## src/rtl/snake_field_engine.sv

```systemverilog
// rtl/snake_field_engine.sv - snake playfield renderer, apple placer, score and collision tracker
module snake_field_engine #(
  parameter int          MAX_LEN = 32,
  parameter int          GX_W    = 6,
  parameter int          GY_W    = 5,
  parameter int          GRID_W  = 40,
  parameter int          GRID_H  = 30,
  parameter int          SCORE_W = 8,
  parameter logic [15:0] SEED    = 16'hACE1
) (
  input  logic                                clk,
  input  logic                                reset,
  input  logic                                tick,
  input  logic [GX_W-1:0]                     grid_x,
  input  logic [GY_W-1:0]                     grid_y,
  input  logic                                blank,
  input  logic [MAX_LEN*(GX_W+GY_W)-1:0]      snake_bus,
  input  logic [$clog2(MAX_LEN+1)-1:0]        snake_len,
  output logic                                red,
  output logic                                green,
  output logic                                blue,
  output logic [GX_W-1:0]                     apple_x,
  output logic [GY_W-1:0]                     apple_y,
  output logic                                apple_valid,
  output logic                                eaten,
  output logic [SCORE_W-1:0]                  score,
  output logic                                collide
);
  localparam int SEG_W = GX_W + GY_W;
  localparam int LEN_W = $clog2(MAX_LEN + 1);

  typedef enum logic {PLACE, ACTIVE} state_t;

  state_t              state, state_nxt;
  logic                load_apple, eat;
  logic [15:0]         lfsr;
  logic [LEN_W-1:0]    eff_len;
  logic [GX_W-1:0]     cand_x, head_x;
  logic [GY_W-1:0]     cand_y, head_y;
  logic [MAX_LEN-1:0]  seg_active, seg_pix, seg_cand, seg_head;
  logic                cand_ok, head_on_apple, head_hit, pix_wall;
  logic [2:0]          rgb_nxt;

  function automatic logic is_wall(input logic [GX_W-1:0] x, input logic [GY_W-1:0] y);
    return (x == '0) || (x == GX_W'(GRID_W - 1)) || (y == '0) || (y == GY_W'(GRID_H - 1));
  endfunction

  // Lengths beyond the bus capacity are treated as a full-length snake.
  assign eff_len = (snake_len > LEN_W'(MAX_LEN)) ? LEN_W'(MAX_LEN) : snake_len;

  assign cand_x = lfsr[GX_W-1:0];
  assign cand_y = lfsr[SEG_W-1:GX_W];
  assign head_x = snake_bus[GX_W-1:0];
  assign head_y = snake_bus[SEG_W-1:GX_W];

  // One comparator set per segment: against the pixel, the apple candidate and the head.
  for (genvar k = 0; k < MAX_LEN; k++) begin : g_seg
    logic [GX_W-1:0] sx;
    logic [GY_W-1:0] sy;
    assign sx            = snake_bus[k*SEG_W +: GX_W];
    assign sy            = snake_bus[k*SEG_W + GX_W +: GY_W];
    assign seg_active[k] = LEN_W'(k) < eff_len;
    assign seg_pix[k]    = seg_active[k] && (sx == grid_x) && (sy == grid_y);
    assign seg_cand[k]   = seg_active[k] && (sx == cand_x) && (sy == cand_y);
    assign seg_head[k]   = seg_active[k] && (sx == head_x) && (sy == head_y);
  end

  assign cand_ok = (cand_x >= GX_W'(1)) && (cand_x <= GX_W'(GRID_W - 2)) &&
                   (cand_y >= GY_W'(1)) && (cand_y <= GY_W'(GRID_H - 2)) && !(|seg_cand);
  assign head_on_apple = seg_active[0] && (head_x == apple_x) && (head_y == apple_y);
  assign head_hit      = seg_active[0] && (is_wall(head_x, head_y) || (|seg_head[MAX_LEN-1:1]));
  assign pix_wall      = is_wall(grid_x, grid_y);

  // Apple FSM state register.
  always_ff @(posedge clk or posedge reset) begin
    if (reset) state <= PLACE;
    else       state <= state_nxt;
  end

  // Apple FSM: hunt for a free interior cell, then wait for the head to reach it.
  always_comb begin
    state_nxt  = state;
    load_apple = 1'b0;
    eat        = 1'b0;
    case (state)
      PLACE: begin
        if (cand_ok) begin
          load_apple = 1'b1;
          state_nxt  = ACTIVE;
        end
      end
      ACTIVE: begin
        if (head_on_apple) begin
          eat       = 1'b1;
          state_nxt = PLACE;
        end
      end
      default: state_nxt = PLACE;
    endcase
  end

  // Render priority: blank, wall, apple, head, body.
  always_comb begin
    rgb_nxt = 3'b000;
    if (blank)                                                            rgb_nxt = 3'b000;
    else if (pix_wall)                                                    rgb_nxt = 3'b001;
    else if (apple_valid && (grid_x == apple_x) && (grid_y == apple_y))   rgb_nxt = 3'b100;
    else if (seg_pix[0])                                                  rgb_nxt = 3'b010;
    else if (|seg_pix[MAX_LEN-1:1])                                       rgb_nxt = 3'b011;
  end

  // Free-running LFSR, apple/score bookkeeping, sticky collision and pixel register.
  always_ff @(posedge clk or posedge reset) begin
    if (reset) begin
      lfsr        <= SEED;
      apple_x     <= '0;
      apple_y     <= '0;
      apple_valid <= 1'b0;
      eaten       <= 1'b0;
      score       <= '0;
      collide     <= 1'b0;
      red         <= 1'b0;
      green       <= 1'b0;
      blue        <= 1'b0;
    end else begin
      lfsr  <= {lfsr[14:0], lfsr[15] ^ lfsr[13] ^ lfsr[12] ^ lfsr[10]};
      eaten <= eat;
      if (load_apple) begin
        apple_x     <= cand_x;
        apple_y     <= cand_y;
        apple_valid <= 1'b1;
      end
      if (eat) begin
        apple_valid <= 1'b0;
        if (score != '1) score <= score + 1'b1;
      end
      if (tick && !collide && head_hit) collide <= 1'b1;
      {red, green, blue} <= rgb_nxt;
    end
  end
endmodule

```

## config.mk

```make
export PLATFORM = sky130hd
export DESIGN_NAME = snake_field_engine
export DESIGN_NICKNAME = d
export VERILOG_FILES = /design/src/rtl/snake_field_engine.sv
export SDC_FILE = /design/constraint.sdc
export NUM_CORES = 1
export LEC_CHECK = 0
export BUFFER_PORTS_ARGS = -buffer_cell sky130_fd_sc_hd__buf_4
export CELL_PAD_IN_SITES_DETAIL_PLACEMENT = 1
export CELL_PAD_IN_SITES_GLOBAL_PLACEMENT = 1
export CORE_AREA = 2 2 187 189
export DETAILED_ROUTE_END_ITERATION = 16
export DIE_AREA = 0 0 189 191
export HOLD_SLACK_MARGIN = 0.03
export PLACE_DENSITY = 0.95
export RECOVER_POWER = 100
export SYNTH_ARGS = -nofsm -noshare
export SYNTH_HDL_FRONTEND = slang
export SYNTH_SLANG_ARGS = --single-unit
```

## constraint.sdc

```tcl
create_clock -name clk -period 3.73 [get_ports clk]
set_input_delay 0.1865 -clock clk [delete_from_list [all_inputs] [get_ports clk]]
set_output_delay 0.1865 -clock clk [all_outputs]
set_load 0.05 [all_outputs]
```

==> flow_results.org, run 1 <==
** Outcome
- Result of the run :: finished, violations left
- Violations in the final reports :: max-capacitance violations, max-slew violations

** Clocking
- Buffer cell driving the clock tree root :: sky130_fd_sc_hd__clkbuf_16
- Number of cells upsized or downsized after cts :: 0
- Clock insertion delay at the later pin of the skew report :: ~0.30 ns
- Buffers added to address setup during post-CTS repair amount to 0.
- TritonCTS built the clock tree.
- Number of buffers inserted during clock tree synthesis :: 5
- Buffers inserted to repair hold after CTS numbered 0.
- Reg clk slew, reported paths :: 0.07 ns
- Counting along the longest clock path gives a buffer depth of 2.
- Num Clock Sinks :: between 40 and 50
- CTS built an H-tree with a depth of 2.

** Power
- Power density cells :: 169 nW/µm²
- For this design the static power due to leakage is around 0.0063 µW.
- The worst-case IR drop observed on VDD is about 0.2 mV.

** Worst setup path
- Crit path capture type :: flop
- At the worst endpoint, the required time is between 3 and 4 ns.
- The setup path with the least slack is of type flop to flop.
- Element type at the critical path start :: flop
- Among the stages of the critical path, the cell type that occurs most often is sky130_fd_sc_hd__nor4_1.
- Delay-heaviest family, CP :: simple AND/OR/NAND/NOR gates
- Arrival time of the worst setup path :: between 3 and 4 ns
- In this run the worst path has a maximum fanout of 13.
- The signal on the critical path passes through buf_4, xor2_1, nor4_1, nand4_1, o31ai_1, nor4_1, nand2_2, mux2_1.
- The slowest stage of the critical path belongs to the cell sky130_fd_sc_hd__dfstp_1.
- Together, buffers and inverters on the worst path number 1.
- Peak per-stage delay on the critical path :: 0.91 ns

** Synthesis
- Yosys Warn Count :: 0
- Number of unique standard cell types used by synthesis :: 47
- Sequential elements use between 7 and 8% of the synthesized area.
- Number of instances in the synthesized netlist :: roughly 1.8k
- After Yosys synthesis, and, or, nand and nor cells account for about 18% of the synthesized area.
- Synth Area in Compound Gates :: roughly 3.4%
- Top cell type by total area after synthesis :: sky130_fd_sc_hd__xnor2_1
- The number of nets in the synthesized netlist is 2,154.
- After synthesis, the cell types taking the most area are sky130_fd_sc_hd__xnor2_1 44%, sky130_fd_sc_hd__xor2_1 21%, sky130_fd_sc_hd__nand4_1 7.3%.
- The synthesized netlist devotes 65.2% of its cell area to XOR and XNOR gates.
- The mapped netlist covers ~14,000 µm².
- Most used flip-flop cell after synthesis :: sky130_fd_sc_hd__dfrtp_1
- The synthesized design contains 0 enable-type register cells.
- Multiplexer share of the synthesized area :: between 1 and 1.5%
- Each instance of the synthesized netlist takes up on average a little over 8 µm².
- Count of state elements after synthesis :: 42
- Of the total synthesized cell area, the portion taken by full adders, half adders and majority gates is less than 1%.
- The synthesized design devotes to its leading area cell type around 44% of total area.
- Of all flip-flops after synthesis, the portion carrying an async set or reset was 100%.
- By area, the combinational part of the netlist is dominated by XOR/XNOR gates.

** Die
- In this run the core area contains 68 standard-cell rows.
- 398 I/O pins were placed.
- Floorplan Core Area :: between 30,000 and 40,000 µm²
- Die extent in x :: between 150 and 200 µm
- Initial Utilization :: between 40% and 50%
- Height of the die :: between 150 and 200 µm
- Die area :: 36,100 µm²

** Timing
- Final cycle utilization of the critical path :: between 90% and 100%
- The final hold violation count is 0.
- Setup repair after global routing left no endpoint under its margin.
- Setup violations remaining at the end of the flow were counted as 0.
- Max-slew violation total from the final report :: 80
- Timing would allow up to ~270 MHz.
- The smallest clock period supported by the final layout is computed as around 3.7 ns.
- Across the routed clock network, the largest skew measured is approximately 0.012 ns.
- Headroom to the max-slew limit came out at -73.6%.
- In the final timing run, aggregate negative setup slack is 0 ns.
- Worst Max-Slew Pin Slew :: approximately 2.6 ns

** Route
- Detailed Routing Iterations Pass 1 :: 5
- In the final routed layout, each cell accounts on average for 32.7 µm.
- Once detail routing completed, the nets flagged for antenna violations numbered 0.
- The final route contains approximately 17k vias.
- DRC violation total after the first TritonRoute iteration :: around 2.1k
- In the routed layout, each cell is associated on average with a via count of 6.69.
- DRC violation count after routing :: 0
- The final layout contains routed wiring with a total length of between 80,000 and 90,000 µm.

** Final layout
- Most common cell after layout, fill and taps aside :: sky130_fd_sc_hd__xnor2_1
- Commonest non-fill, non-tap cells in the layout :: 730 x sky130_fd_sc_hd__xnor2_1, 403 x sky130_fd_sc_hd__buf_4, 347 x sky130_fd_sc_hd__xor2_1
- Counting the fill cells in the layout gives between 4k and 5k.
- The net count of the finished layout is approximately 2.5k.
- Post-synthesis to final-layout area growth :: 22.7%
- At the end of the flow the core is filled with cells to 52.1%.
- Fraction of layout instances using a drive strength above 1 :: between 20% and 30%

** Global route
- Initial antenna violation count :: 7
- The number of global-route vias before repair was 18.5k.
- Entering global routing, the biggest net connects between 40 and 50 pins.
- Grt total ovfl :: 0
- For this run, the total global-route usage over all layers was measured as 44.4%.
- The first global-routing pass estimated between 100,000 and 150,000 µm of wire.

** Hold path
- The path class of the tightest hold or removal check is input pin to flop.

** Place
- At the end of routability-driven placement, the weighted congestion stood at between 0.9 and 1.
- IO buf count :: between 300 and 400
- Detailed Place HPWL :: 58,800 µm

** Run
- The tool flagged a number of max-cap violations equal to 2.
==> power by group <==
part | internal [µW] | switching [µW]
sequential | 459 | 5.89
combinational | 874 | 1150
clock | 314 | 209
total | 1650 | 1360
==> worst paths after layout <==
kind                       cells past startpoint     start          to  slack, ns
max                                            8   lfsr[6]  apple_x[2]       0.02
min                                            2     blank        blue       0.08
max reg2reg                                    8   lfsr[6]  apple_x[2]       0.02
min reg2reg                                    0  lfsr[14]    lfsr[15]       0.36
max in group asynchronous                      3     reset     lfsr[1]       1.19
min in group asynchronous                      3     reset  apple_x[2]       0.88
==> sequential cells by signal, summed over array words and instances (netlist names) <==
name         flops
lfsr            16
score            8
apple_x          6
apple_y          5
apple_valid      1
blue             1
collide          1
eaten            1
green            1
red              1
state            1
==> synthesized netlist by cell type, types with 9 or more instances <==
| master | number |
|---|---|
| sky130_fd_sc_hd__nand3_1 | 54 |
| sky130_fd_sc_hd__buf_4 | 9 |
| sky130_fd_sc_hd__a31oi_1 | 18 |
| sky130_fd_sc_hd__nand4_1 | 168 |
| sky130_fd_sc_hd__a21oi_1 | 14 |
| sky130_fd_sc_hd__nand2_1 | 14 |
| sky130_fd_sc_hd__dfrtp_1 | 34 |
| sky130_fd_sc_hd__nor4_1 | 130 |
| sky130_fd_sc_hd__nor3_1 | 31 |
| sky130_fd_sc_hd__buf_2 | 125 |
| sky130_fd_sc_hd__nor2_1 | 11 |
| sky130_fd_sc_hd__xor2_1 | 347 |
| sky130_fd_sc_hd__or4_1 | 9 |
| sky130_fd_sc_hd__xnor2_1 | 730 |
==> kinds of logic after synthesis <==
group	after synthesis
AND/OR/NAND/NOR	434
AO/OA/AOI/OAI	70
adder cells (fa/ha/maj)	1
flip-flops	42
multiplexers	12
XOR/XNOR	1077
buffers and inverters	144
==> layout make-up <==
| class | instances | area (µm²) | share of cell area (%) |
|---|---|---|---|
| clock inverter | 3 | 40.0 | 0.225 |
| timing repair buffer | 441 | 3300 | 18.6 |
| tap | 455 | 569 | 3.20 |
| clock buffer | 5 | 125 | 0.704 |
| antenna | 3 | 7.51 | 0.0423 |
| inverter | 3 | 11.3 | 0.0634 |
| multi-input combinational | 1594 | 12600 | 71.2 |
| sequential | 42 | 1060 | 5.98 |
==> per-stage QoR <==
step / hold slack, ns / std cells / worst slack, ns / cell area [µm²] / power, µW
2_1_floorplan: 0.250 / 1780 / 1.29 / 14500 / 1540
3_3_place_gp: 0.340 / 2535 / 0.529 / 17700 / 2310
3_5_place_dp: 0.348 / 2535 / 0.393 / 17700 / 2400
4_1_cts: 0.0738 / 2543 / 0.352 / 17900 / 2940
5_1_grt: 0.0768 / 2544 / 0.124 / 17800 / 3090
6_report: 0.0778 / 2546 / 0.0244 / 17800 / 3010
==> worst register-to-register path, cell delays in order, from the launching register on <==
cell	delay [ns]
sky130_fd_sc_hd__dfstp_1	0.91
sky130_fd_sc_hd__buf_4	0.33
sky130_fd_sc_hd__xor2_1	0.10
sky130_fd_sc_hd__nor4_1	0.38
sky130_fd_sc_hd__nand4_1	0.46
sky130_fd_sc_hd__o31ai_1	0.44
sky130_fd_sc_hd__nor4_1	0.16
sky130_fd_sc_hd__nand2_2	0.33
sky130_fd_sc_hd__mux2_1	0.44
==> per-layer routing <==
| layer | vias to the layer above | wire length (µm) | track usage, % |
|---|---|---|---|
| met5 | - | 40 | 0 |
| met3 | 624 | 11300 | 14.4 |
| met1 | 8111 | 28900 | 50.5 |
| met4 | 6 | 7540 | 35.3 |
| li1 | 6695 | - | - |
| met2 | 1587 | 35500 | 68.5 |
(Power assumes the default switching activity.)
==> run 2, diff against run 1 <==
Settings changed: CORE_AREA 2 2 187 189 to 2 2 153 230, DIE_AREA 0 0 189 191 to 0 0 155 232.
==> flow_results.org, run 2 (same netlist as run 1, synthesis figures left out) <==
** Worst setup path
- Required @ worst endpoint :: 3.91 ns (+0.02 ns)
- The largest incremental delay on the critical path came to 1.03 ns (+0.12 ns).
- The worst setup path is captured at a flop.
- Arrival time of the worst setup path :: 3.86 ns (about the same)
- The slowest stage of the critical path is the sky130_fd_sc_hd__dfstp_1 cell.
- Traced cell by cell, the critical path runs through buf_4, xnor2_1, nand4_1, nor4_1, nor4_1, nand4_1, nor3_2, nand2_2, buf_12, mux2_1.
- Reg-to-reg slack, setup :: 0.04 ns (+0.02 ns)
- STA classifies the critical path startpoint as a flop.
- Worst Path Class, Setup :: flop to flop
- The largest fanout on the critical path came to 13 (unchanged).

** Clocking
- Depth of the CTS H-tree :: 2 (unchanged)
- Hold buffer count at cts :: 0 (unchanged)
- Reg clk slew, reported paths :: 0.07 ns (about the same)
- The number of clock sinks is 42 (unchanged).
- Buffer cell driving the clock tree root :: sky130_fd_sc_hd__clkbuf_16
- The number of setup buffers added after CTS came to 0 (unchanged).
- Number of cells upsized or downsized after cts :: 0 (unchanged)
- The clock network latency to the later pin of the worst-skew pair is 0.29 ns (about the same).
- Number of buffers between clock root and the deepest sink :: 2 (unchanged)
- The number of buffers created by CTS was 5 (unchanged).
- Clock tree from TritonCTS :: yes

** Timing
- Setup repair after global routing left no endpoint under its margin.
- The worst-case clock skew is 0.00532 ns (-0.00705 ns).
- Fin crit period :: 3.69 ns (-0.0179 ns)
- Max-slew violation total from the final report :: 80 (unchanged)
- Setup_tns :: 0 ns (unchanged)
- The fmax was 271 MHz (+0.49%).
- Final cycle utilization of the critical path :: 98.9% (-0.48 points)
- Minimum hold slack :: 0.141 ns (+0.0630 ns)
- Worst Max-Slew Pin Slew :: 2.58 ns (-0.0209 ns)
- The headroom to the max-slew limit is -72.2% (+1.4 points).
- Number of endpoints with negative hold slack in the final report :: 0 (unchanged)
- The count of endpoints failing setup in the final report was 0 (unchanged).

** Global route
- Initial antenna violation count :: 6 (-1)
- The maximum number of pins on one net before global-route repair is 43 (unchanged).
- The overall global routing resource usage was 43.9% (-0.54 points).
- The global-route wire length before repair is 118,000 µm (-1.0%).
- The number of global-route vias before repair came to 18.7k (+0.77%).
- Grt total ovfl :: 0 (unchanged)

** Route
- The first-pass detailed-route iteration total came to 5 (unchanged).
- Final WL :: 82,400 µm (-1.0%)
- Routed wirelength normalized by instance count :: 32.7 µm (-0.11%)
- The violation count after the first detailed-route iteration came to 2,175 (+2.2%).
- Overall via count from detail_route :: 17.2k (+0.96%)
- The number of vias per cell was 6.81 (+1.9%).
- Antenna Nets Post-Route :: 0 (unchanged)
- DRC violation count after routing :: 0 (unchanged)

** Final layout
- The layout net count was 2,465 (+0.16%).
- Post-synthesis to final-layout area growth :: 22.8% (about the same)
- Leaving out fill and tap cells, the most frequent cell in the layout is sky130_fd_sc_hd__xnor2_1.
- Commonest non-fill, non-tap cells in the layout :: 730 x sky130_fd_sc_hd__xnor2_1, 408 x sky130_fd_sc_hd__buf_4, 347 x sky130_fd_sc_hd__xor2_1
- Number of filler instances in the final layout :: 4,137 (-0.96%)
- The largest registers in the layout are lfsr x16, score x8, apple_x x6.
- The final instance area came to 17,800 µm² (about the same).
- Top reg by flops :: lfsr
- The fraction of final layout cells with drive strength greater than 1 is 21.6% (+0.44 points).
- Number of flip-flops under the largest register name :: 16 (unchanged)

** Hold path
- Path type of the worst min-delay path :: input pin to flop

** Power
- The total power came to 3000 µW (-0.38%).
- Power density cells :: 168 nW/µm² (-0.48%)
- Leakage power :: 0.00630 µW (+0.46%)
- The worst supply voltage drop on vdd is 0.180 mV (-12%).

** Place
- Detailed Place HPWL :: 58,900 µm (about the same)
- The number of buffer cells added on primary ports came to 397 (unchanged).
- The weighted congestion at the end of routability-driven global placement came to 0.994 (+2.8%).
- The total placed instance area is 17,700 µm² (about the same).

** Die
- The die footprint was 36,000 µm² (-0.39%).
- Floorplan Core Area :: 34,000 µm² (-0.47%)
- Boundary Pins :: 398 (unchanged)
- Die extent in x :: 155 µm (-18%)
- Height of the die :: 232 µm (+21%)
- The number of cell rows came to 83 (+22%).
- The initial core utilization was 42.6% (+0.20 points).

** Outcome
- Violations in the final reports :: max-capacitance violations, max-slew violations
- The flow ran to the end, but the final reports show violations.

** Run
- Max Cap Violations :: 2 (unchanged)
-- run 2: final timing paths --
kind                       startpoint    endpoint  cells after the start
min reg2reg                  lfsr[14]    lfsr[15]                      0
max                           lfsr[6]  apple_y[2]                     10
min                             blank         red                      2
max reg2reg                   lfsr[6]  apple_y[2]                     10
max in group asynchronous       reset     lfsr[8]                      3
min in group asynchronous       reset    score[6]                      3
-- run 2: cell type report --
cell class / instances / area (µm²) / share of cell area (%)
inverters: 3 / 11.3 / 0.0633
clock inverters: 2 / 37.5 / 0.211
clock buffers: 6 / 129 / 0.725
repair buffers: 445 / 3340 / 18.8
diodes: 5 / 12.5 / 0.0704
multi-input cells: 1594 / 12700 / 71.2
well taps: 425 / 532 / 2.99
flip-flops and latches: 42 / 1060 / 5.98
-- run 2: layer usage --
layer | GRT usage, % | share of wire, % | routed length (µm) | vias up
li1 | - | - | - | 6708
met1 | 47.5 | 33 | 27200 | 8192
met2 | 70.1 | 45 | 37100 | 1582
met3 | 10.4 | 11 | 8860 | 703
met4 | 40.9 | 11 | 9270 | 2
met5 | 0 | 0.017 | 14 | -
-- run 2: per-stage QoR --
step | setup slack (ns) | instances | util, %
after floorplan | 1.29 | 1780 | -
after global placement | 0.593 | 2509 | 52.2
after detailed placement | 0.519 | 2509 | 52.2
after CTS | 0.440 | 2517 | 52.7
after global routing | 0.128 | 2519 | 52.3
final | 0.0423 | 2522 | 52.4
-- run 2: critical path, delay by kind of cell (launching register included) --
family,cells,cell delay (ns)
xor gates and xnor gates,1,0.15
buffers and inverters,2,0.63
DFF,1,1.03
muxes,1,0.32
and+or+nand+nor,6,1.43
-- run 2: report_power, final --
part	internal, µW	leakage, µW	switching, µW	total, µW
clock network	317	0.0000771	205	522
logic	871	0.00569	1130	2000
registers	459	0.000540	9.86	469
==> run 3, diff against run 2 <==
Settings changed: BUFFER_PORTS_ARGS -buffer_cell sky130_fd_sc_hd__buf_4 to -buffer_cell sky130_fd_sc_hd__buf_2, CORE_AREA 2 2 153 230 to 2 2 200 300, DIE_AREA 0 0 155 232 to 0 0 202 302, PLACE_DENSITY 0.95 to 0.64.
==> flow_results.org, run 3 (same netlist as run 1, synthesis figures left out) <==
** Final layout
- The final cell utilization of the core came to 30.4% (-22 points).
- Design area :: 17,800 µm² (about the same)
- Leaving out fill and tap cells, the most frequent cell in the layout is sky130_fd_sc_hd__xnor2_1.
- Commonest non-fill, non-tap cells in the layout :: 730 x sky130_fd_sc_hd__xnor2_1, 371 x sky130_fd_sc_hd__buf_2, 347 x sky130_fd_sc_hd__xor2_1
- The fraction of final layout cells with drive strength greater than 1 was 22.7% (+1.1 points).
- Number of filler instances in the final layout :: 7,046 (+70%)
- The flip-flop count of the largest register after layout came to 16 (unchanged).
- Top reg by flops :: lfsr
- The layout net count is 2,492 (+1.1%).
- Post-synthesis to final-layout area growth :: 22.8% (about the same)
- Largest registers :: lfsr x16, score x8, apple_x x6

** Worst setup path
- Peak per-stage delay on the critical path :: 0.84 ns (-0.19 ns)
- STA classifies the critical path endpoint as a flop.
- The signal on the critical path passes through buf_4, or4_1, nor3_1, a2111oi_0, nand4_1, nor3_2, nand2_1, buf_12, mux2_4.
- Delay-heaviest family, CP :: flip-flops
- The largest fanout on the critical path came to 22 (+9).
- Slowest-stage cell, CP :: sky130_fd_sc_hd__dfrtp_1
- Element type at the critical path start :: flop
- The data required time of the critical path was 3.90 ns (about the same).
- Worst Path Class, Setup :: flop to flop
- The data arrival time of the critical path was 3.57 ns (-0.29 ns).
- The number of buffer and inverter instances along the worst setup path was 2 (unchanged).

** Timing
- The final cycle utilization of the critical path came to 91.3% (-7.5 points).
- Number of endpoints with negative hold slack in the final report :: 0 (unchanged)
- Max-slew violation total from the final report :: 43 (-46%)
- Setup_tns :: 0 ns (unchanged)
- The fmax is 293 MHz (+8.2%).
- RSZ-0062 raised after global routing :: false
- Worst Max-Slew Pin Slew :: 2.56 ns (-0.0219 ns)
- The worst-case clock skew is 0.0122 ns (+0.00690 ns).
- Final-report setup violation count :: 0 (unchanged)
- The headroom to the max-slew limit was -70.7% (+1.5 points).
- The hold slack is 0.120 ns (-0.0204 ns).
- The post-route minimum period was 3.41 ns (-0.280 ns).

** Route
- Antenna Nets Post-Route :: 0 (unchanged)
- The via count came to 16.0k (-6.8%).
- Routed wirelength normalized by instance count :: 30.9 µm (-5.3%)
- The remaining routing DRC violations was 0 (unchanged).
- Detailed Routing Iterations Pass 1 :: 5 (unchanged)
- The number of vias per cell is 5.50 (-19%).
- DRC violation total after the first TritonRoute iteration :: 1,064 (-51%)
- Final WL :: 90,000 µm (+9.3%)

** Hold path
- Path type of the worst min-delay path :: input pin to flop

** Power
- Maximum vdd ir drop :: 0.205 mV (+14%)
- Leakage power :: 0.00620 µW (-1.7%)
- The total power density per cell area was 161 nW/µm² (-4.3%).
- The total power was 2870 µW (-4.3%).

** Global route
- The number of antenna violations at the first check in global routing came to 23 (+17).
- Grt total ovfl :: 0 (unchanged)
- Number of global-route vias before repair :: 17.2k (-7.9%)
- First-pass GRT wire length :: 126,000 µm (+7.2%)
- The overall global routing resource usage was 28.6% (-15 points).
- Largest net degree at the start of global routing :: 43 (unchanged)

** Die
- The number of cell rows is 109 (+31%).
- Boundary Pins :: 398 (unchanged)
- Initial Utilization :: 24.7% (-18 points)
- The die footprint was 61,000 µm² (+70%).
- Die extent in x :: 202 µm (+30%)
- Height of the die :: 302 µm (+30%)
- The core region area is 58,500 µm² (+72%).

** Clocking
- Depth of the CTS H-tree :: 2 (unchanged)
- The clock-pin transition on the worst setup and hold timing paths was 0.07 ns (about the same).
- Hold buffer count at cts :: 0 (unchanged)
- Number of buffers between clock root and the deepest sink :: 2 (unchanged)
- Number of cells upsized or downsized after cts :: 0 (unchanged)
- Clock insertion delay at the later pin of the skew report :: 0.29 ns (about the same)
- The number of setup buffers added after CTS is 0 (unchanged).
- Number of buffers inserted during clock tree synthesis :: 5 (unchanged)
- The number of clock sinks is 42 (unchanged).
- TritonCTS built the clock tree.
- Buffer cell driving the clock tree root :: sky130_fd_sc_hd__clkbuf_16

** Outcome
- The run finished, with violations left.
- The final reports fail on max-capacitance violations, max-slew violations.

** Place
- Total placed instance area :: 17,600 µm² (-0.42%)
- The weighted congestion at the end of routability-driven global placement is 0.955 (-4.0%).
- IO buf count :: 397 (unchanged)
- The HPWL after detailed placement is 69,000 µm (+17%).

** Run
- Max Cap Violations :: 1 (-1)
## run 3: cell count changes in the layout (fill, tap and decap cells not counted), moves of 2 or more
cell / delta
sky130_fd_sc_hd__dfrtp_1: -2
sky130_fd_sc_hd__mux2_4: +2
sky130_fd_sc_hd__buf_12: +22
sky130_fd_sc_hd__diode_2: +9
sky130_fd_sc_hd__dfrtp_2: +2
sky130_fd_sc_hd__clkbuf_2: -2
sky130_fd_sc_hd__buf_2: +371
sky130_fd_sc_hd__mux2_1: -2
sky130_fd_sc_hd__buf_4: -364
## run 3: worst register-to-register path, delay by kind of cell (launching register included)
| family | cells | cell delay [ns] |
|---|---|---|
| AND/OR/NAND/NOR | 5 | 0.69 |
| flip-flops | 1 | 0.84 |
| multiplexers | 1 | 0.31 |
| buffers and inverters | 2 | 0.75 |
| AO/OA/AOI/OAI | 1 | 0.70 |
## run 3: through the flow
stage	worst slack, ns	instances
finish	0.323	2910
global route	0.198	2909
CTS	0.565	2896
detailed placement	0.479	2888
global placement	0.509	2888
floorplan	1.29	1780
## run 3: area by class of cell
type	instances	area, µm²	share of cell area (%)
sequential	42	1070	5.99
clock inverter	1	5.00	0.0281
clock buffer	7	143	0.802
antenna	14	35.0	0.197
inverter	3	11.3	0.0633
multi-input combinational	1594	12700	71.2
tap	777	972	5.47
timing repair buffer	472	2890	16.2
## run 3: final timing paths
path                       depth (start not counted)  startpoint          to  slack (ns)
hold / removal                                     2       blank        blue        0.12
setup / recovery                                   9     lfsr[1]  apple_x[2]        0.32
max in group asynchronous                          3       reset     lfsr[4]        1.23
setup reg to reg                                   9     lfsr[1]  apple_x[2]        0.32
hold reg to reg                                    0    lfsr[14]    lfsr[15]        0.35
min in group asynchronous                          3       reset       eaten        0.83
## run 3: layer usage
layer | vias to the layer above | GRT usage, % | wire (µm)
met1 | 7944 | 32.3 | 33300
met3 | 360 | 4.88 | 6250
met2 | 921 | 48.3 | 42900
met4 | 18 | 21.4 | 7420
met5 | - | 0 | 105
li1 | 6768 | - | -
## run 3: report_power, final
| group | internal [µW] | leakage (µW) | total (µW) | switching (µW) |
|---|---|---|---|---|
| Clock | 266 | 0.0000740 | 458 | 192 |
| Sequential | 459 | 0.000536 | 465 | 6.33 |
| Combinational | 799 | 0.00559 | 1940 | 1140 |
